--- src/rtl/seq_det_pkg.sv ---
// rtl/seq_det_pkg.sv - shared state encoding and width helper for the sequence detector
package seq_det_pkg;

    typedef enum logic [2:0] {
        ST_IDLE    = 3'd0,
        ST_MATCH   = 3'd1,
        ST_FAIL    = 3'd2,
        ST_DETECT  = 3'd3,
        ST_LOCKOUT = 3'd4,
        ST_ISOLATE = 3'd5,
        ST_TAMPER  = 3'd6
    } state_e;

    // Where an unreachable encoding lands: the most restrictive state.
    localparam state_e FAIL_SAFE_STATE = ST_TAMPER;

    function automatic int cnt_w(input int max_val);
        return (max_val < 1) ? 1 : $clog2(max_val + 1);
    endfunction

endpackage

--- src/rtl/seq_det_timer.sv ---
// rtl/seq_det_timer.sv - loadable down-counter with a terminal-count flag
module seq_det_timer #(
    parameter int WIDTH = 4
) (
    input  logic             clk,
    input  logic             resetn,
    input  logic             load,
    input  logic [WIDTH-1:0] load_val,
    input  logic             dec,
    output logic             done
);

    logic [WIDTH-1:0] cnt_q, cnt_d;

    always_comb begin
        cnt_d = cnt_q;
        if (load) begin
            cnt_d = load_val;
        end else if (dec && (cnt_q != '0)) begin
            cnt_d = cnt_q - 1'b1;
        end
    end

    always_ff @(posedge clk) begin
        if (!resetn) begin
            cnt_q <= '0;
        end else begin
            cnt_q <= cnt_d;
        end
    end

    assign done = (cnt_q == '0);

endmodule

--- src/rtl/seq_detector_param.sv ---
// rtl/seq_detector_param.sv - held-bit serial pattern matcher with lockout, isolation and tamper escalation
module seq_detector_param
    import seq_det_pkg::*;
#(
    parameter int                 PAT_LEN     = 8,
    parameter logic [PAT_LEN-1:0] PATTERN     = 8'b0011_0110,
    parameter int                 HOLD        = 2,
    parameter int                 INTR_RUN    = 3,
    parameter int                 MAX_FAIL    = 3,
    parameter int                 LOCK_CYCLES = 16,
    parameter int                 MAX_LOCK    = 2
) (
    input  logic                            clk,
    input  logic                            RESET,
    input  logic                            in,
    input  logic                            in_vld,
    input  logic                            tamper_clr,
    output logic                            detect,
    output logic                            isolated,
    output logic                            locked_out,
    output logic                            tamper,
    output logic [$clog2(PAT_LEN+1)-1:0]    progress,
    output logic [$clog2(MAX_FAIL+1)-1:0]   fail_count
);

    if (PAT_LEN < 2 || HOLD < 1 || INTR_RUN < 2 || MAX_FAIL < 1 ||
        LOCK_CYCLES < 1 || MAX_LOCK < 1) begin : g_bad_params
        $error("seq_detector_param: parameter out of range");
    end

    localparam int PW = $clog2(PAT_LEN + 1);
    localparam int FW = $clog2(MAX_FAIL + 1);
    localparam int HW = cnt_w(HOLD);
    localparam int IW = cnt_w(INTR_RUN);
    localparam int LW = cnt_w(MAX_LOCK);
    localparam int TW = cnt_w(LOCK_CYCLES);

    localparam logic [PW-1:0] IDX_LAST   = PW'(PAT_LEN - 1);
    localparam logic [HW-1:0] HOLD_LAST  = HW'(HOLD - 1);
    localparam logic [IW-1:0] INTR_LAST  = IW'(INTR_RUN - 1);
    localparam logic [IW-1:0] INTR_MAX   = IW'(INTR_RUN);
    localparam logic [FW-1:0] FAIL_LAST  = FW'(MAX_FAIL - 1);
    localparam logic [LW-1:0] LOCK_LAST  = LW'(MAX_LOCK - 1);
    localparam logic [LW-1:0] LOCK_MAX   = LW'(MAX_LOCK);
    localparam logic [TW-1:0] LOCK_LOAD  = TW'(LOCK_CYCLES - 1);

    state_e        state_q, state_d;
    logic [PW-1:0] idx_q, idx_d;
    logic [HW-1:0] hold_q, hold_d;
    logic [IW-1:0] intr_q, intr_d;
    logic [FW-1:0] fail_q, fail_d;
    logic [LW-1:0] lock_q, lock_d;
    logic          exp_bit;
    logic          tmr_load, tmr_dec, tmr_done;

    seq_det_timer #(.WIDTH(TW)) u_lock_timer (
        .clk      (clk),
        .resetn   (RESET),
        .load     (tmr_load),
        .load_val (LOCK_LOAD),
        .dec      (tmr_dec),
        .done     (tmr_done)
    );

    always_comb begin
        exp_bit = 1'b0;
        for (int i = 0; i < PAT_LEN; i++) begin
            if (idx_q == PW'(i)) exp_bit = PATTERN[PAT_LEN-1-i];
        end
    end

    always_comb begin
        state_d  = state_q;
        idx_d    = idx_q;
        hold_d   = hold_q;
        intr_d   = intr_q;
        fail_d   = fail_q;
        lock_d   = lock_q;
        tmr_load = 1'b0;
        tmr_dec  = 1'b0;
        case (state_q)
            ST_IDLE: if (in_vld) begin
                if (in == exp_bit) begin
                    intr_d  = '0;
                    hold_d  = '0;
                    state_d = ST_MATCH;
                    if (HOLD == 1) idx_d = PW'(1);
                    else           hold_d = HW'(1);
                end else if (intr_q != INTR_MAX) begin
                    intr_d = intr_q + 1'b1;
                    if (intr_q == INTR_LAST) state_d = ST_ISOLATE;
                end
            end
            ST_MATCH: if (in_vld) begin
                if (in == exp_bit) begin
                    if (hold_q == HOLD_LAST) begin
                        hold_d = '0;
                        idx_d  = idx_q + 1'b1;
                        if (idx_q == IDX_LAST) state_d = ST_DETECT;
                    end else begin
                        hold_d = hold_q + 1'b1;
                    end
                end else if (hold_q != '0) begin
                    // A single wrong sample mid-hold is a glitch: restart this bit only.
                    hold_d = '0;
                end else begin
                    state_d = ST_FAIL;
                end
            end
            ST_DETECT: begin
                fail_d  = '0;
                idx_d   = '0;
                hold_d  = '0;
                state_d = ST_IDLE;
            end
            ST_FAIL: begin
                idx_d  = '0;
                hold_d = '0;
                if (fail_q == FAIL_LAST) begin
                    fail_d = '0;
                    if (lock_q != LOCK_MAX) lock_d = lock_q + 1'b1;
                    if (lock_q == LOCK_LAST) begin
                        state_d = ST_TAMPER;
                    end else begin
                        state_d  = ST_LOCKOUT;
                        tmr_load = 1'b1;
                    end
                end else begin
                    fail_d  = fail_q + 1'b1;
                    state_d = ST_IDLE;
                end
            end
            ST_LOCKOUT: begin
                tmr_dec = 1'b1;
                if (tmr_done) state_d = ST_IDLE;
            end
            ST_ISOLATE, ST_TAMPER: ;
            default: state_d = FAIL_SAFE_STATE;
        endcase
    end

    // Reset cannot release TAMPER on its own, and lock history survives it there.
    always_ff @(posedge clk) begin
        if (!RESET) begin
            state_q <= (state_q == ST_TAMPER && !tamper_clr) ? ST_TAMPER : ST_IDLE;
            idx_q   <= '0;
            hold_q  <= '0;
            intr_q  <= '0;
            fail_q  <= '0;
            if (state_q != ST_TAMPER || tamper_clr) lock_q <= '0;
        end else begin
            state_q <= state_d;
            idx_q   <= idx_d;
            hold_q  <= hold_d;
            intr_q  <= intr_d;
            fail_q  <= fail_d;
            lock_q  <= lock_d;
        end
    end

    assign detect     = (state_q == ST_DETECT);
    assign isolated   = (state_q == ST_ISOLATE);
    assign locked_out = (state_q == ST_LOCKOUT);
    assign tamper     = (state_q == ST_TAMPER);
    assign progress   = idx_q;
    assign fail_count = fail_q;

endmodule
--- config.mk ---
export PLATFORM = sky130hd
export DESIGN_NAME = seq_detector_param
export DESIGN_NICKNAME = d
export VERILOG_FILES = /design/src/rtl/seq_det_pkg.sv /design/src/rtl/seq_det_timer.sv /design/src/rtl/seq_detector_param.sv
export SDC_FILE = /design/constraint.sdc
export NUM_CORES = 1
export LEC_CHECK = 0
export BUFFER_PORTS_ARGS = -buffer_cell sky130_fd_sc_hd__clkbuf_2
export CAP_MARGIN = 10
export CORE_UTILIZATION = 41
export CTS_BUF_LIST = sky130_fd_sc_hd__clkbuf_8
export CTS_CLUSTER_SIZE = 20
export DETAILED_ROUTE_END_ITERATION = 8
export GPL_ROUTABILITY_DRIVEN = 0
export PLACE_DENSITY_LB_ADDON = 0.25
export SETUP_SLACK_MARGIN = 0.15
export SLEW_MARGIN = 20
export SYNTH_ARGS = -nofsm -noshare
export SYNTH_HDL_FRONTEND = slang
export SYNTH_SLANG_ARGS = --single-unit
--- constraint.sdc ---
create_clock -name clk -period 5.7 [get_ports clk]
set_input_delay 0.285 -clock clk [delete_from_list [all_inputs] [get_ports clk]]
set_output_delay 0.285 -clock clk [all_outputs]
set_load 0.03 [all_outputs]
==> metrics.log <==
[metrics] outcome: finished clean
[metrics] Worst IR Drop VDD: ~140 µV
[metrics] minimum period implied by the final worst setup slack: about 2.2 ns
[metrics] max incr delay on CP: approximately 0.44 ns
[metrics] setup total negative slack: 0 ns
[metrics] total number of vias: 1312
[metrics] final cycle utilization of the critical path: 0.392
[metrics] worst setup skew after layout: 0.00228 ns
[metrics] startpoint of the lowest-slack hold path: in_vld
[metrics] number of slew-limit violations in the final report: 0
[metrics] clk root buf: sky130_fd_sc_hd__clkbuf_8
[metrics] layout net count: 194
[metrics] CTS clock-pin slew for the worst setup and hold paths: 0.08 ns
[metrics] effective utilization at floorplan: 0.437
[metrics] worst setup slack for register-to-register paths: 3.47 ns
[metrics] number of antenna violations at the first check in global routing: 0
[metrics] drt initial violations: 60
[metrics] slew at the pin closest to its max-slew limit: ~0.64 ns
[metrics] fraction of post-synthesis cell area in the top cell type by area: 0.201
[metrics] total power per unit cell area: 380 mW/mm²
[metrics] instance count of the mapped netlist: 171
[metrics] Post-CTS Hold Buffers: 0
[metrics] total of max-cap violations: 0
[metrics] share of synthesized area occupied by flip-flops and latches: 0.302
[metrics] launching element type of the critical path: register
[metrics] total I/O pin count: 15
[metrics] worst r2r dst: state_q[2]$_DFFE_PP_
[metrics] static power due to leakage: 0.612 nW
[metrics] HPWL reported at the end of detailed placement: 2.35 mm
[metrics] master of the slowest instance on the critical path: sky130_fd_sc_hd__dfxtp_1
[metrics] Reg2Reg Depth: 6
[metrics] residual DRC count: 0
[metrics] relative slew slack: 0.576
[metrics] clock sink total: 20
[metrics] antenna violation net count after detailed routing: 0
[metrics] TritonCTS clock tree: built
[metrics] path type of the worst min-delay path: in -> reg
[metrics] TritonRoute pass-1 iters: 4
[metrics] data arrival time at the worst-slack endpoint: 2.17 ns
[metrics] unique cell type count in the Yosys netlist: 54
[metrics] Area contributors post-synth: sky130_fd_sc_hd__dfxtp_1, sky130_fd_sc_hd__edfxtp_1, sky130_fd_sc_hd__ha_1
[metrics] via/cell ratio: 5.86
[metrics] number of stages on the worst hold path: 3
[metrics] total area of sequential cells: approximately 450 µm²
[metrics] FF-to-FF Start: progress[1]$_SDFFE_PN0P_
[metrics] number of global-route vias before repair: 1187
[metrics] Clock H-tree levels: 1
[metrics] number of placement rows: 21
[metrics] start-to-end type of the worst setup path: reg -> reg
[metrics] Worst-Skew Late Latency: 0.26 ns
[metrics] overall overflow remaining after global route: 0
[metrics] wire length per cell: 14.4 µm
[metrics] post-cts repair resize count: 0
[metrics] number of synthesis warnings: 0
[metrics] area of the core: 0.00342 mm²
[metrics] number of buffers inserted to repair setup after CTS: 0
[metrics] pin count of the biggest net entering global routing: 25
[metrics] area of the multi-input gates: roughly 930 µm²
[metrics] Hold Path End: hold_q[1]$_SDFFE_PN0P_
[metrics] number of buffers on the longest clock path: 2
[metrics] Final setup viols: 0
[metrics] port bufs: 14
[metrics] count of inserted antenna diode cells: 0
[metrics] RSZ-0062 raised after global routing: false
[metrics] area of the die: just under 0.004 mm²
[metrics] ordered list of cells on the worst path: inv_1 > ha_1 > a211o_1 > a21boi_2 > nor3_1 > a311oi_2
[metrics] number of enable flip-flop cells after synthesis: 5
[metrics] core occupancy in the finished layout: 0.469
[metrics] most area-hungry cell type in the Yosys netlist: sky130_fd_sc_hd__dfxtp_1
[metrics] number of storage elements in the synthesis netlist: 20
[metrics] area overhead of the layout relative to synthesis: 7.47%
[metrics] async set-reset flop share out of synthesis: 0
[metrics] data required time of the worst path: 5.63 ns
[metrics] Placed Area: roughly 0.0016 mm²
[metrics] fill count: 337
[metrics] Die Ht: 62.3 µm
[metrics] largest driver fanout on the critical path: 8
[metrics] cell area after synthesis: 0.00149 mm²
[metrics] share of post-route cells with drive strength above 1: 0.174
[metrics] syn avg cell area: slightly below 9 µm²
[metrics] highest clock rate: about 450 MHz
[metrics] type of element capturing the critical path: register
[metrics] chip width: approximately 62 µm
[metrics] post-route cell area: between 0.0015 and 0.002 mm²
[metrics] total wirelength of the detailed-routed design: between 3 and 4 mm
[metrics] Final Hold Fails: 0
[metrics] number of clock buffers inserted by TritonCTS: 3
[metrics] syn_nets: 186
[metrics] primary flip-flop cell chosen by synthesis mapping: sky130_fd_sc_hd__dfxtp_1
[metrics] Global Route Usage Sum: 0.177
[metrics] global-route wire length before repair: between 5 and 6 mm
## worst max-delay path: cells and delay by family, from the launching register on
kind	cells	cell delay [ns]
and+or+nand+nor	1	0.12
AOI/OAI and AO/OA	3	1.01
adders and majority gates	1	0.23
DFF	1	0.44
buffers and inverters	1	0.09
## routing by layer
| layer | wire length [µm] | vias up | global-route usage | part of all wire |
|---|---|---|---|---|
| met1 | 1610 | 625 | 0.249 | 0.50 |
| met2 | 1460 | 32 | 0.266 | 0.45 |
| li1 | - | 653 | - | - |
| met3 | 129 | 2 | 0.0294 | 0.040 |
| met4 | 24 | 0 | 0.0727 | 0.0074 |
| met5 | 0 | - | 0 | 0 |
## layout by cell type (no fill, tap or decap), types with 2 or more instances in the layout
cell / synthesis / final
sky130_fd_sc_hd__o21ai_0: 5 / 5
sky130_fd_sc_hd__o21a_1: 4 / 4
sky130_fd_sc_hd__and3_1: 3 / 3
sky130_fd_sc_hd__nand2b_1: 4 / 4
sky130_fd_sc_hd__clkbuf_8: 0 / 3
sky130_fd_sc_hd__ha_1: 10 / 10
sky130_fd_sc_hd__nor2_1: 13 / 13
sky130_fd_sc_hd__clkbuf_2: 0 / 14
sky130_fd_sc_hd__dfxtp_1: 15 / 15
sky130_fd_sc_hd__or4b_1: 3 / 3
sky130_fd_sc_hd__mux2i_1: 2 / 2
sky130_fd_sc_hd__o41ai_1: 2 / 2
sky130_fd_sc_hd__inv_1: 14 / 14
sky130_fd_sc_hd__o211ai_1: 5 / 5
sky130_fd_sc_hd__a211o_1: 2 / 2
sky130_fd_sc_hd__nor3b_1: 2 / 2
sky130_fd_sc_hd__nand2_1: 6 / 6
sky130_fd_sc_hd__a21oi_1: 9 / 9
sky130_fd_sc_hd__edfxtp_1: 5 / 5
sky130_fd_sc_hd__o2111ai_1: 5 / 5
sky130_fd_sc_hd__nor3_1: 7 / 7
sky130_fd_sc_hd__nand3_1: 7 / 7
sky130_fd_sc_hd__and2_1: 2 / 2
sky130_fd_sc_hd__a31oi_1: 7 / 7
## stage by stage
stage	power, W	hold WS [ns]	setup slack, ns	std cells
after floorplan	0.000468	0.488	3.46	171
after global placement	0.000502	0.544	3.60	220
after detailed placement	0.000512	0.564	3.45	220
after CTS	0.000610	0.488	3.46	224
after global routing	0.000653	0.531	3.28	224
final	0.000609	0.500	3.47	224
## kinds of logic (layout without fill, tap and decap cells)
logic type | Yosys count | in the layout | synth area share
multiplexers | 2 | 2 | 0.0134
buffers and inverters | 25 | 32 | 0.0763
AND/OR/NAND/NOR | 57 | 57 | 0.222
adder cells (fa/ha/maj) | 10 | 10 | 0.0839
XOR/XNOR | 2 | 2 | 0.0117
flip-flops | 20 | 20 | 0.302
AO/OA/AOI/OAI | 55 | 55 | 0.290
## where the power goes
part | internal (W) | total, W | switching [W]
Clock | 0.0000480 | 0.0000985 | 0.0000505
Sequential | 0.000181 | 0.000251 | 0.0000693
Combinational | 0.000104 | 0.000260 | 0.000156
## registers in the layout (all words and copies together), names as in the netlist
name and flops:
fail_count 2, state_q 3, progress 4, lock_q 2, hold_q 2, u_lock_timer.cnt_q 5, intr_q 2
## synth_stat cells (6+ instances only)
| library cell | instances |
|---|---|
| sky130_fd_sc_hd__a21oi_1 | 9 |
| sky130_fd_sc_hd__a31oi_1 | 7 |
| sky130_fd_sc_hd__dfxtp_1 | 15 |
| sky130_fd_sc_hd__ha_1 | 10 |
| sky130_fd_sc_hd__inv_1 | 14 |
| sky130_fd_sc_hd__nand2_1 | 6 |
| sky130_fd_sc_hd__nand3_1 | 7 |
| sky130_fd_sc_hd__nor2_1 | 13 |
| sky130_fd_sc_hd__nor3_1 | 7 |
## worst max path at each step
stage / startpoint / to / slack (ns) / depth (start not counted)
final: progress[1]$_SDFFE_PN0P_ / state_q[2]$_DFFE_PP_ / 3.47 / 6
after global placement: progress[1]$_SDFFE_PN0P_ / state_q[1]$_DFFE_PP_ / 3.60 / 6
after global routing: progress[1]$_SDFFE_PN0P_ / state_q[2]$_DFFE_PP_ / 3.28 / 6
after detailed placement: progress[1]$_SDFFE_PN0P_ / state_q[1]$_DFFE_PP_ / 3.45 / 6
after CTS: progress[1]$_SDFFE_PN0P_ / state_q[2]$_DFFE_PP_ / 3.46 / 6
after floorplan: progress[1]$_SDFFE_PN0P_ / state_q[0]$_SDFFCE_PN0P_ / 3.46 / 6
## final cells by class
type	instances	area share
clock buffers	3	0.0258
clock inverters	1	0.00234
inverters	14	0.0328
multi-input cells	126	0.578
flip-flops and latches	20	0.281
well taps	46	0.0359
repair buffers	14	0.0437
No activity file was read; power rests on OpenSTA's default activity.
